File: config.mk
export PLATFORM = sky130hd
export DESIGN_NAME = bin_to_bcd_2digit
export DESIGN_NICKNAME = d
export VERILOG_FILES = /design/src/rtl/bin_to_bcd_2digit.sv
export SDC_FILE = /design/constraint.sdc
export NUM_CORES = 1
export LEC_CHECK = 0
export ABC_CLOCK_PERIOD_IN_PS = 1240
export BUFFER_PORTS_ARGS = -buffer_cell sky130_fd_sc_hd__buf_2
export CORE_UTILIZATION = 50
export CTS_CLUSTER_DIAMETER = 30
export DETAILED_ROUTE_END_ITERATION = 7
export PLACE_DENSITY = 0.81
export SETUP_SLACK_MARGIN = 0.02
export SLEW_MARGIN = 20
export SYNTH_ARGS = -nofsm -noshare
export SYNTH_HDL_FRONTEND = slang
export SYNTH_SLANG_ARGS = --single-unit
File: constraint.sdc
create_clock -name clk -period 1.24 [get_ports clk]
set_input_delay 0.124 -clock clk [delete_from_list [all_inputs] [get_ports clk]]
set_output_delay 0.124 -clock clk [all_outputs]
set_load 0.02 [all_outputs]
File: src/rtl/bin_to_bcd_2digit.sv
// Sequential double-dabble converter: unsigned binary in, two BCD digits out.
// One shift/adjust iteration per clock behind a start/busy/done handshake.
// Results above 99 saturate to 9/9 with ovf set. Digit outputs are only
// written when a conversion finishes, so the display stage downstream can
// consume them directly without extra latching.
module bin_to_bcd_2digit #(
  parameter int IN_WIDTH = 7,
  parameter int CNT_W    = 4
) (
  input  logic                clk,
  input  logic                reset,
  input  logic                start,
  input  logic [IN_WIDTH-1:0] bin_in,
  output logic                busy,
  output logic                done,
  output logic [3:0]          tens,
  output logic [3:0]          ones,
  output logic                ovf
);

  typedef enum logic [1:0] {
    IDLE   = 2'd0,
    SHIFT  = 2'd1,
    FINISH = 2'd2
  } state_t;

  localparam logic [CNT_W-1:0] LAST_CNT = CNT_W'(IN_WIDTH - 1);

  state_t              state;
  logic [7:0]          bcd;
  logic [IN_WIDTH-1:0] bin_sr;
  logic [CNT_W-1:0]    cnt;
  logic                sat;
  logic                in_gt99;
  logic [7:0]          bcd_next;

  // A BCD nibble of 5 or more would exceed 9 after doubling; pre-add 3
  function automatic logic [3:0] add3(input logic [3:0] d);
    return (d >= 4'd5) ? (d + 4'd3) : d;
  endfunction

  // One double-dabble iteration on the 8-bit accumulator; the bit shifted
  // out of the tens nibble (hundreds) is dropped, saturation covers it
  function automatic logic [7:0] dabble_step(input logic [7:0] b, input logic msb);
    logic [7:0] adj;
    adj = {add3(b[7:4]), add3(b[3:0])};
    return {adj[6:0], msb};
  endfunction

  // Zero-extend before comparing so narrow inputs never saturate
  assign in_gt99  = (16'(bin_in) > 16'd99);
  assign bcd_next = dabble_step(bcd, bin_sr[IN_WIDTH-1]);

  // Control FSM with registered handshake and result outputs
  always_ff @(posedge clk) begin
    if (reset) begin
      state  <= IDLE;
      busy   <= 1'b0;
      done   <= 1'b0;
      tens   <= 4'd0;
      ones   <= 4'd0;
      ovf    <= 1'b0;
      bcd    <= '0;
      bin_sr <= '0;
      cnt    <= '0;
      sat    <= 1'b0;
    end else begin
      done <= 1'b0;
      unique case (state)
        IDLE: begin
          if (start) begin
            bin_sr <= bin_in;
            bcd    <= '0;
            cnt    <= '0;
            sat    <= in_gt99;
            busy   <= 1'b1;
            state  <= SHIFT;
          end
        end
        SHIFT: begin
          bcd    <= bcd_next;
          bin_sr <= bin_sr << 1;
          cnt    <= cnt + CNT_W'(1);
          if (cnt == LAST_CNT) begin
            state <= FINISH;
          end
        end
        FINISH: begin
          if (sat) begin
            tens <= 4'd9;
            ones <= 4'd9;
            ovf  <= 1'b1;
          end else begin
            tens <= bcd[7:4];
            ones <= bcd[3:0];
            ovf  <= 1'b0;
          end
          done  <= 1'b1;
          busy  <= 1'b0;
          state <= IDLE;
        end
        default: begin
          busy  <= 1'b0;
          state <= IDLE;
        end
      endcase
    end
  end

endmodule

==> impl_metrics.json <==
{
  "synth_cell_types": 32,
  "crit_type": "register to register",
  "p_comb_share_pct": 11.4,
  "fin_cells": 250,
  "total_power_mw": 2.25,
  "intPower_mw": 1.70,
  "crit_fanout": 3,
  "grt_max_degree": 14,
  "clk_pin_slew_ps": 100,
  "maxCapViolCount": 0,
  "final_area_um2": 2010,
  "synthTopCellsByArea": "dfxtp_1 44%, a21oi_1 7.3%, nor2_1 6.7%",
  "dp_cells": 236,
  "routabilityCongestion": 0.828,
  "switching_share_pct": 24.4,
  "rsz0062_at_grt": "true",
  "routed_via_density": 5.71,
  "cts-htree-levels": 2,
  "crit_path_end": "bcd[5]",
  "core-area_um2": 2810,
  "power.density_nw_per_um2": 1120,
  "die_height_um": 57.0,
  "r2r_end": "bcd[5]",
  "slew_violations": 0,
  "io_buffers": 20,
  "crit_arrival_ps": 1550,
  "cts.sinks": 33,
  "antenna_found_initial": 0,
  "initial_core_util_pct": 54.0,
  "reg2reg_depth": 7,
  "vias": 1427,
  "worst_pin_slew_ps": 403,
  "diodes": 0,
  "setup_viol": 4,
  "cts_buffers": 5,
  "fin_crit_sh_pct": 106,
  "die_width_um": 57.0,
  "p_leak_nw": 0.860,
  "ant_nets": 0,
  "timing.final.ws_setup_ps": -79.9,
  "clock_skew_ps": 7.33,
  "p_sw_uw": 548,
  "postSynthCellCount": 179,
  "fin_nets": 234,
  "crit_required_ps": 1470,
  "mappedNetlistArea_um2": 1510,
  "timing.fmax_ghz": 0.758,
  "synth-seq-area-share_pct": 43.6,
  "hold_class": "primary input to register",
  "status": "finished, violations left",
  "overflow": 0,
  "drt_wl_total_um": 4000,
  "min_period_ps": 1320,
  "vdd_drop_max_uv": 809,
  "dr.pass1.iters": 6,
  "syn_nets": 195,
  "ys_ff_latch": 33,
  "yosys.area.top_type": "dfxtp_1",
  "seqPwrFrac_pct": 50.4,
  "wire_per_inst_um": 16.0,
  "first_global_vias": 1438,
  "grt_use_total_pct": 25.5,
  "drtIter0Drc": 52,
  "cp-start-kind": "register",
  "violations": "design-rule violations, negative setup slack",
  "drive_gt1_share_pct": 40.2,
  "avgSynthCellArea_um2": 8.46,
  "drc": 5,
  "cts_tree": "yes",
  "clockPowerShare_pct": 38.1,
  "grt_pass1_wl_um": 6310,
  "max-slew-margin-rel_pct": 73.1,
  "ys_warn_count": 0,
  "hpwl_um": 2600,
  "die_area_um2": 3250,
  "post-place-ws_ps": -91.9,
  "end_kind": "register",
  "hold_ws_ps": 25.1,
  "startpoint": "bcd[5]",
  "r2r_setup_slack_ps": -80,
  "cts_buffer_depth": 2,
  "dpl_cell_area_um2": 1760,
  "worstReg2RegStart": "bcd[5]",
  "synth_top_area_share_pct": 43.6,
  "area_delta_synth_final_pct": 32.6,
  "row_count": 19,
  "ios": 21,
  "clk_latency_ps": 340,
  "cts-root-buf": "clkbuf_4",
  "finalHoldViolCount": 0
}
power by group through the flow:
| stage | combinational [mW] | sequential [mW] | clock (mW) |
|---|---|---|---|
| after global routing | 0.282 | 1.14 | 0.912 |
| after floorplan | 0.157 | 1.15 | 0 |
| after detailed placement | 0.234 | 1.16 | 0 |
| after global placement | 0.221 | 1.15 | 0 |
| after CTS | 0.244 | 1.13 | 0.864 |
| final | 0.257 | 1.13 | 0.857 |
state kept, by name, summed over array words and instances, names as in the netlist:
| name | count |
|---|---|
| done | 1 |
| sat | 1 |
| busy | 1 |
| state | 2 |
| cnt | 4 |
| ones | 4 |
| bcd | 8 |
| tens | 4 |
| bin_sr | 7 |
| ovf | 1 |
synthesized netlist by cell type, drive strengths merged:
master,count
o21ai,8
o31ai,1
nor4,1
o221a,5
or2,1
nor3b,1
a21oi,22
or3b,1
a22oi,2
a22o,4
a21o,1
ha,6
xor2,1
mux2i,2
nor2,27
o21bai,1
inv,10
nand2,12
nor3,11
o311ai,1
nand3b,3
nor2b,2
clkbuf,6
mux2,1
nand2b,6
xnor2,2
nand3,2
buf,6
dfxtp,33
cell type report:
cell class	count	area [um^2]
Clock inverter	1	30.0
Inverter	10	42.5
Tap cell	31	38.8
Multi-Input combinational cell	124	882
Timing Repair Buffer	44	283
Fill cell	217	798
Sequential cell	33	676
Clock buffer	7	55.1
placed cells by master, fill, tap and decap left out, types with 2 or more instances in the layout:
master    count
o21ai_0       6
nand3_1       2
o21ai_1       2
dfxtp_1      25
a22oi_1       2
inv_1         6
nor3_1       11
clkbuf_4      5
inv_2         2
mux2i_1       2
a21oi_1      18
nand3b_1      3
dfxtp_2       6
a21oi_2       2
ha_4          4
inv_4         2
buf_2        20
buf_4        23
o221a_2       5
a21oi_4       2
nand2b_4      3
xnor2_2       2
nand2_1      12
nor2_1       26
dfxtp_4       2
a22o_1        4
ha_1          2
nand2b_1      3
repair_timing:
action	4_1_cts	5_1_grt
endpoints found under the hold margin	1	0
pin swaps	4	2
buffers inserted	3	2
hold buffers	1	0
resized for setup	21	13
endpoints found under the setup margin	20	27
kinds of logic after synthesis:
logic type               synth area share, %
AO/OA/AOI/OAI                           19.3
XOR/XNOR                                1.74
adder cells (fa/ha/maj)                 4.96
buffers and inverters                   6.94
flip-flops                              43.6
multiplexers                            2.07
AND/OR/NAND/NOR                         21.3
per-stage QoR:
step	util (%)	setup TNS [ps]
2_1_floorplan	-	0
3_3_place_gp	62.6	0
3_5_place_dp	62.6	-422
4_1_cts	69.6	-28.9
5_1_grt	71.5	-448
6_report	71.5	-181
routing by layer:
metal	wire length [um]	GRT usage (%)	share of wire [%]	vias up
li1	-	-	-	693
met3	254	8.62	6.3	9
met5	0	0	0	-
met2	2110	44.9	53	56
met1	1570	27.8	39	669
met4	74	10.8	1.8	0
worst min-delay path by stage:
| stage | startpoint | end | slack (ps) | cells past startpoint |
|---|---|---|---|---|
| 3_5_place_dp | bin_in[0] | bin_sr[0] | 370 | 2 |
| 6_report | bin_in[6] | bin_sr[6] | 30 | 3 |
| 3_3_place_gp | bin_in[0] | bin_sr[0] | 350 | 2 |
| 4_1_cts | bin_in[6] | bin_sr[6] | 20 | 3 |
| 5_1_grt | bin_in[6] | bin_sr[6] | 50 | 3 |
| 2_1_floorplan | bin_in[0] | bin_sr[0] | 250 | 1 |
worst max-delay path: stages (launching register included):
cell,delay (ps)
dfxtp_2,380
inv_4,60
ha_4,150
nand2b_4,140
a21oi_4,130
buf_4,140
xnor2_2,120
o21ai_1,90
Power figures use the tool's default switching activity.
